## config.mk

```make
export PLATFORM = sky130hd
export DESIGN_NAME = gpio_input_sync
export DESIGN_NICKNAME = d
export VERILOG_FILES = /design/src/rtl/gpio_input_sync.sv
export SDC_FILE = /design/constraint.sdc
export NUM_CORES = 1
export LEC_CHECK = 0
export CORE_MARGIN = 2
export CORE_UTILIZATION = 47
export DETAILED_ROUTE_END_ITERATION = 16
export PLACE_DENSITY_LB_ADDON = 0.3
export SYNTH_ARGS = -nofsm -noshare
export SYNTH_HDL_FRONTEND = slang
export SYNTH_SLANG_ARGS = --single-unit
```

## constraint.sdc

```tcl
create_clock -name clk -period 13.2 [get_ports clk]
set_input_delay 1.32 -clock clk [delete_from_list [all_inputs] [get_ports clk]]
set_output_delay 1.32 -clock clk [all_outputs]
set_load 0.005 [all_outputs]
```

## src/rtl/gpio_input_sync.sv

```systemverilog
// gpio_input_sync: resynchronises GPIO pads into clk, with optional per-pin glitch filter
// (enabled by defining GPIO_IN_FILTER_EN) and sticky per-pin rise/fall edge flags.
module gpio_input_sync #(
    parameter int NUM_PINS    = 32,
    parameter int SYNC_STAGES = 2,
    parameter int FILTER_W    = 4
) (
    input  logic                clk,
    input  logic                rst,
    input  logic [NUM_PINS-1:0] gpio_input,
    input  logic [NUM_PINS-1:0] sync_bypass,
    input  logic [FILTER_W-1:0] filter_len,
    input  logic [NUM_PINS-1:0] edge_clear,
    output logic [NUM_PINS-1:0] gpio_sync,
    output logic [NUM_PINS-1:0] rise_flag,
    output logic [NUM_PINS-1:0] fall_flag
);
    logic [NUM_PINS-1:0] sync_q [SYNC_STAGES];
    logic [NUM_PINS-1:0] s;
    logic [NUM_PINS-1:0] f_next;

    // The chain shifts regardless of bypass so un-bypassing never exposes stale data.
    always_ff @(posedge clk or posedge rst) begin
        if (rst) begin
            for (int k = 0; k < SYNC_STAGES; k++) sync_q[k] <= '0;
        end else begin
            sync_q[0] <= gpio_input;
            for (int k = 1; k < SYNC_STAGES; k++) sync_q[k] <= sync_q[k-1];
        end
    end

    assign s = (sync_bypass & gpio_input) | (~sync_bypass & sync_q[SYNC_STAGES-1]);

`ifdef GPIO_IN_FILTER_EN
    logic [FILTER_W-1:0] cnt [NUM_PINS];

    for (genvar i = 0; i < NUM_PINS; i++) begin : g_filt
        assign f_next[i] = (s[i] != gpio_sync[i] && cnt[i] >= filter_len) ? s[i] : gpio_sync[i];
        // Any return to the filtered value discards the partial count.
        always_ff @(posedge clk or posedge rst) begin
            if (rst) cnt[i] <= '0;
            else cnt[i] <= (s[i] == gpio_sync[i] || cnt[i] >= filter_len) ? '0 : cnt[i] + 1'b1;
        end
    end
`else
    logic unused_filter_len;

    assign unused_filter_len = ^filter_len;
    assign f_next = s;
`endif

    // Set beats clear so an edge coincident with edge_clear is never lost.
    always_ff @(posedge clk or posedge rst) begin
        if (rst) begin
            gpio_sync <= '0;
            rise_flag <= '0;
            fall_flag <= '0;
        end else begin
            gpio_sync <= f_next;
            rise_flag <= (rise_flag & ~edge_clear) | (f_next & ~gpio_sync);
            fall_flag <= (fall_flag & ~edge_clear) | (~f_next & gpio_sync);
        end
    end
endmodule
```

### After elaboration in Yosys (flattened, before gate mapping)

Cells that the tools add are included.

* bitwise gates (word level): 13

Operators with widths (number)
* AND 32 bit: 6
* inverter 32 bit: 4
* bitwise OR 32 bit: 3

* register bits: 160
* output and inout port bits: 96
* word-level logic and storage cells: 18

### Longest topological paths before layout

Gate-level depths: netlist of the first run.

* word-level depth: 6
* mapped depth: 2

### Worst setup path after synthesis of the first run

No wires, ideal clock.

* path kind: input to register
* from: input port sync_bypass[0]
* to: register rise_flag[0]
* data arrival time: 1.632 ns
* data required time: 13.073 ns
* cell stages on the path: 2
* slack: 11.441 ns
* path through: mux2i_1 o2bb2ai_1

* longest elaborated chain between the ends: 5
* elaborated cells between the ends (all ways): 6
* classes of those cells: 6 x bitwise

RTL lines
* start: declaration: RTL line 11 `input logic [NUM_PINS-1:0] sync_bypass,`
* inverter 32 bit: RTL line 32 `assign s = (sync_bypass & gpio_input) | (~sync_bypass & sync_q[SYNC_STAGES-1]);`
* AND 32 bit: RTL line 32
* bitwise OR 32 bit *: RTL line 32
* AND 32 bit *: RTL line 60 `rise_flag <= (rise_flag & ~edge_clear) | (f_next & ~gpio_sync);`
* bitwise OR 32 bit *: RTL line 60
* end signal: assignment: RTL line 60
* end: declaration: RTL line 15 `output logic [NUM_PINS-1:0] rise_flag,`

Every way passes the cells marked *; elsewhere a longest branch is shown, timed or not.

==> results of run 1 <==
==> layer usage <==
metal	up-vias	wire (µm)	track usage [%]
met4	0	170	7.88
met3	15	827	6.45
li1	1524	-	-
met5	-	0	0
met2	128	5750	33.6
met1	1639	4440	24.3
==> cell families after synthesis <==
logic type / after synthesis / synth area share [%]
flip-flops: 160 / 78.1
buffers and inverters: 65 / 4.76
AO/OA/AOI/OAI: 64 / 10.9
multiplexers: 32 / 6.25
==> worst reg2reg max path, delay by kind of cell, from the launching register on <==
kind               cells  cell delay [ns]
muxes                  1             0.30
AOI/OAI and AO/OA      1             0.13
DFF                    1             0.36
==> cell usage after synthesis <==
library cell                number
sky130_fd_sc_hd__a22o_1         32
sky130_fd_sc_hd__o2bb2ai_1      32
sky130_fd_sc_hd__mux2i_1        32
sky130_fd_sc_hd__inv_1          65
sky130_fd_sc_hd__dfrtp_1       160
==> path summary, 6_finish.rpt <==
kind | from | slack [ns] | to | cells past startpoint
max in group clk | gpio_sync[24]$_DFF_PP0_ | 10.44 | gpio_sync[24] | 1
setup / recovery | rst | 10.40 | gpio_sync[7]$_DFF_PP0_ | 3
setup reg to reg | sync_q[29]$_DFF_PP0_ | 12.29 | rise_flag[29]$_DFF_PP0_ | 2
hold reg to reg | sync_q[53]$_DFF_PP0_ | 0.35 | sync_q[21]$_DFF_PP0_ | 0
min in group asynchronous | rst | 1.28 | rise_flag[3]$_DFF_PP0_ | 2
hold / removal | sync_q[53]$_DFF_PP0_ | 0.35 | sync_q[21]$_DFF_PP0_ | 0
==> registers in the layout, summed over array words and instances, names as in the netlist <==
register,cells
fall_flag,32
gpio_sync,32
rise_flag,32
sync_q,64
==> per-stage QoR <==
| step | cell area, µm² | power, W | utilization, % | hold WS (ns) | worst slack [ns] |
|---|---|---|---|---|---|
| floorplan | 5130 | 0.000602 | - | 0.331 | 7.56 |
| global placement | 7250 | 0.000706 | 67.5 | 0.332 | 9.83 |
| detailed placement | 7250 | 0.000712 | 67.5 | 0.336 | 9.75 |
| CTS | 7850 | 0.00121 | 73.1 | 0.345 | 10.32 |
| global route | 7850 | 0.00124 | 73.1 | 0.350 | 10.05 |
| finish | 7850 | 0.00119 | 73.1 | 0.345 | 10.40 |
==> power groups by stage <==
stage          registers [W]   logic, W  clock network [W]
2_1_floorplan       0.000563  0.0000392                  0
3_3_place_gp        0.000561   0.000145                  0
3_5_place_dp        0.000563   0.000149                  0
4_1_cts             0.000556   0.000151           0.000499
5_1_grt             0.000560   0.000161           0.000524
6_report            0.000556   0.000148           0.000489
==> cell type report <==
cell class | count | area [µm²] | share of cell area (%)
clock inverters | 11 | 155 | 1.98
well taps | 140 | 175 | 2.23
inverters | 65 | 249 | 3.17
flip-flops and latches | 160 | 4000 | 51.0
clock buffers | 21 | 449 | 5.72
multi-input cells | 96 | 881 | 11.2
repair buffers | 194 | 1940 | 24.7
==> results.tsv, run 1 <==
metric	value	unit
status	completed	
num ports	198	
cell family with the largest share of critical-path delay	buffers and inverters	
synth top area cells	sky130_fd_sc_hd__dfrtp_1, sky130_fd_sc_hd__mux2i_1, sky130_fd_sc_hd__a22o_1	
Bufs and invs on worst path	3	
final antenna-violating net count	0	
clk slew on worst S/H paths	0.06	ns
required time of the worst setup path	13.67	ns
via count of the first global-routing pass	3618	
effective utilization at floorplan	47.7	%
largest vdd supply drop	90.6	µV
relative slew slack	27.9	%
path type of the worst min-delay path	reg2reg	
wirelength, routed	11.2	mm
critical path data arrival time	3.26	ns
number of distinct standard cells referenced by the synthesized netlist	5	
net count reported at finish	636	
total global routing track utilization	20.1	%
drt drc	0	
DIE AREA	11800	µm²
layout cells sized above 1	5.85	%
leak pwr	3.67	nW
half-perimeter wire length after placement	7.80	mm
count of TritonRoute iterations in the first routing pass	4	
root cell of the clock tree	sky130_fd_sc_hd__clkbuf_8	
clock period minus worst slack	2.80	ns
IO Port Bufs	193	
accumulated negative setup slack	0	ns
global placer's final weighted congestion	0.766	
final number of hold-violating endpoints	0	
Via-to-Cell Ratio	4.81	
highest achievable clock rate	0.358	GHz
combinational share of power	12.4	%
netlist area before placement	5130	µm²
category of the critical setup timing path	in2async	
share of the synthesized area in the top cell type	78.1	%
cell type with the highest aggregate area in the netlist	sky130_fd_sc_hd__dfrtp_1	
Clock Skew	0.00639	ns
Final setup violation count	0	
number of synthesized register bits	160	
number of buffers inserted by post-CTS setup repair	0	
pin count of the biggest net entering global routing	91	
setup repair after global routing missed its margin	no	
number of violations reported at the end of detailed-routing iteration 0	159	
antenna violations before repair	0	
Critical Path Slowest Stage Cell	sky130_fd_sc_hd__buf_4	
max_cap viols	0	
power share of the sequential group	46.6	%
core area	10700	µm²
CTS tree	yes	
P&R area growth vs syn	53.1	%
most frequent cells in the layout	sky130_fd_sc_hd__clkdlybuf4s50_1, sky130_fd_sc_hd__dfrtp_1, sky130_fd_sc_hd__inv_1	
Synthesis Warnings	0	
clock buffers created by TritonCTS	17	
clock share of power	41.0	%
clock insertion delay at the later pin of the skew report	0.52	ns
clk sink count	160	
share of the yosys chip area belonging to registers	78.1	%
cell row count	38	
deepest level of the CTS H-tree	4	
PostCTS Resize Cnt	0	
die height	108	µm
actual transition at the worst max-transition pin	1.08	ns
count of antenna diodes in the layout	0	
average wire per cell in the routed design	16.3	µm
Avg Cell Area, Syn	16.0	µm²
maximum root-to-sink buffer count	2	
net count after synthesis	423	
startpoint type of the worst setup path	primary input	
number of filler instances in the final layout	714	
cell-internal power	0.000929	W
total net switching power	0.000263	W
share of total power consumed by net switching	22.1	%
quantity of hold-fixing buffers added after cts	0	
portion of the clock cycle consumed by the worst path in the final layout	21.2	%
pwr/cell area	152	nW/µm²
via count	3306	
nature of the critical path endpoint	asynchronous set/reset pin	
synthesized instance count	321	
highest cell delay on the worst timing path	0.91	ns
most common library cell in the layout ignoring fill and taps	sky130_fd_sc_hd__clkdlybuf4s50_1	
final slew viol count	0	
overall die width	108	µm
remaining global-route overflow	0	
wire length of the first global-routing pass	17.8	mm
number of standard cells in the final layout excluding fillers	687	
maximum fanout along the worst path	90	
Cells after DPL	655	
series of cell instances along the critical path	clkdlybuf4s50_1, inv_6, buf_4	
Note: power is estimated with default switching activity, not from simulation.
==> inputs of run 2 (changes only) <==
--- a/config.mk
+++ b/config.mk
@@ -6,7 +6,7 @@
 export NUM_CORES = 1
 export LEC_CHECK = 0
 export CORE_MARGIN = 2
-export CORE_UTILIZATION = 47
+export CORE_UTILIZATION = 39
 export DETAILED_ROUTE_END_ITERATION = 16
 export PLACE_DENSITY_LB_ADDON = 0.3
 export SYNTH_ARGS = -nofsm -noshare
==> constraint.sdc (replaced) <==
create_clock -name clk -period 2.3 [get_ports clk]
set_input_delay 0.23 -clock clk [delete_from_list [all_inputs] [get_ports clk]]
set_output_delay 0.23 -clock clk [all_outputs]
set_load 0.005 [all_outputs]
==> results.tsv, run 2 (synthesis gave the netlist of run 1 again) <==
metric	value	unit
via count of the first global-routing pass	3528	
clock insertion delay at the later pin of the skew report	0.41	ns
IO Port Bufs	193	
path type of the worst min-delay path	in2async	
most common library cell in the layout ignoring fill and taps	sky130_fd_sc_hd__clkdlybuf4s50_1	
register ranked first by flip-flop count	sync_q	
critical path data arrival time	1.35	ns
cell family with the largest share of critical-path delay	buffers and inverters	
antenna violations before repair	0	
clock buffers created by TritonCTS	17	
actual transition at the worst max-transition pin	0.452	ns
pin count of the biggest net entering global routing	57	
total global routing track utilization	16.1	%
max reg flops	64	
quantity of hold-fixing buffers added after cts	0	
die height	119	µm
required time of the worst setup path	2.07	ns
remaining global-route overflow	0	
average wire per cell in the routed design	14.7	µm
setup slack after layout	0.719	ns
portion of the clock cycle consumed by the worst path in the final layout	68.7	%
startpoint of the most critical setup path	gpio_sync[1]$_DFF_PP0_	
CTS tree	yes	
final number of hold-violating endpoints	0	
effective utilization at floorplan	40.3	%
core area	12700	µm²
last element of the critical path	gpio_sync[1]	
P&R area growth vs syn	55.0	%
Bufs and invs on worst path	1	
number of cells on the worst reg-to-reg path	2	
Final setup violation count	0	
status	completed	
maximum root-to-sink buffer count	2	
setup repair after global routing missed its margin	no	
overall die width	119	µm
via count	3286	
deepest level of the CTS H-tree	4	
DP Area	7330	µm²
layout cells sized above 1	6.02	%
DIE AREA	14100	µm²
final slew viol count	0	
maximum fanout along the worst path	3	
Clock Skew	0.00411	ns
PostCTS Resize Cnt	0	
highest cell delay on the worst timing path	0.55	ns
category of the critical setup timing path	reg2out	
Post-Place Setup Slack	1.01	ns
final-layout worst hold slack	0.178	ns
nature of the critical path endpoint	output port	
most frequent cells in the layout	sky130_fd_sc_hd__clkdlybuf4s50_1, sky130_fd_sc_hd__dfrtp_1, sky130_fd_sc_hd__inv_1	
wirelength, routed	10.6	mm
final antenna-violating net count	0	
global placer's final weighted congestion	0.754	
count of TritonRoute iterations in the first routing pass	4	
wire length of the first global-routing pass	17.7	mm
largest vdd supply drop	410	µV
Via-to-Cell Ratio	4.56	
flop-to-flop setup slack	1.43	ns
Post-Layout Inst Area	7950	µm²
accumulated negative setup slack	0	ns
number of violations reported at the end of detailed-routing iteration 0	225	
clk sink count	160	
clk slew on worst S/H paths	0.06	ns
drt drc	0	
cell row count	41	
startpoint type of the worst setup path	flip-flop	
half-perimeter wire length after placement	7.73	mm
root cell of the clock tree	sky130_fd_sc_hd__clkbuf_16	
max_cap viols	0	
num ports	198	
number of buffers inserted by post-CTS setup repair	0	
RR Endpoint	rise_flag[0]$_DFF_PP0_	
net count reported at finish	639	
series of cell instances along the critical path	clkdlybuf4s50_1	
number of filler instances in the final layout	1026	
clock period minus worst slack	1.58	ns
leak pwr	3.70	nW
WP depth	1	
count of antenna diodes in the layout	0	
Critical Path Slowest Stage Cell	sky130_fd_sc_hd__clkdlybuf4s50_1	
highest achievable clock rate	0.633	GHz
pwr/cell area	871	nW/µm²
relative slew slack	69.8	%
Crit Reg-Reg Startpoint	sync_q[0]$_DFF_PP0_	
run 2: cell count changes in the layout (fill, tap and decap cells not counted):
cell	delta
sky130_fd_sc_hd__buf_12	+2
sky130_fd_sc_hd__buf_4	+1
sky130_fd_sc_hd__clkbuf_16	+1
sky130_fd_sc_hd__clkbuf_8	+3
sky130_fd_sc_hd__clkinv_2	+1
sky130_fd_sc_hd__clkinv_4	-4
sky130_fd_sc_hd__inv_6	-3
run 2: how the worst min path moves through the flow:
stage	start	to	slack [ns]	cells after the start
floorplan	gpio_input[0]	sync_q[32]$_DFF_PP0_	0.26	0
global placement	sync_q[59]$_DFF_PP0_	sync_q[27]$_DFF_PP0_	0.33	0
detailed placement	sync_q[44]$_DFF_PP0_	sync_q[12]$_DFF_PP0_	0.33	0
CTS	rst	gpio_sync[11]$_DFF_PP0_	0.17	2
global route	rst	gpio_sync[11]$_DFF_PP0_	0.20	2
finish	rst	gpio_sync[11]$_DFF_PP0_	0.18	2
run 2: power by group:
group / switching [W] / internal (W)
clock network: 0.00102 / 0.00187
logic: 0.000283 / 0.000566
registers: 0.000132 / 0.00305
total: 0.00144 / 0.00549
run 2: metal layers:
metal  global-route usage, %  up-vias  part of all wire [%]
li1                        -     1514                     -
met5                       0        -                     0
met1                    20.4     1620                    43
met2                    24.1      137                    46
met3                    6.66       15                   8.8
met4                    7.51        0                   1.9
run 2: area by class of cell:
cell class | count | area [µm²] | share of cell area [%]
clock buffers | 25 | 515 | 6.48
clock inverters | 5 | 100 | 1.26
inverters | 65 | 248 | 3.12
multi-input cells | 96 | 881 | 11.1
flip-flops and latches | 160 | 4000 | 50.4
well taps | 172 | 215 | 2.71
repair buffers | 197 | 1990 | 25.0
run 2: per-stage QoR:
step	total power, W	utilization [%]	cells
final	0.00693	62.5	720
after global routing	0.00723	62.5	720
after CTS	0.00701	62.5	720
after detailed placement	0.00409	57.7	690
after global placement	0.00406	57.7	690
after floorplan	0.00346	-	321
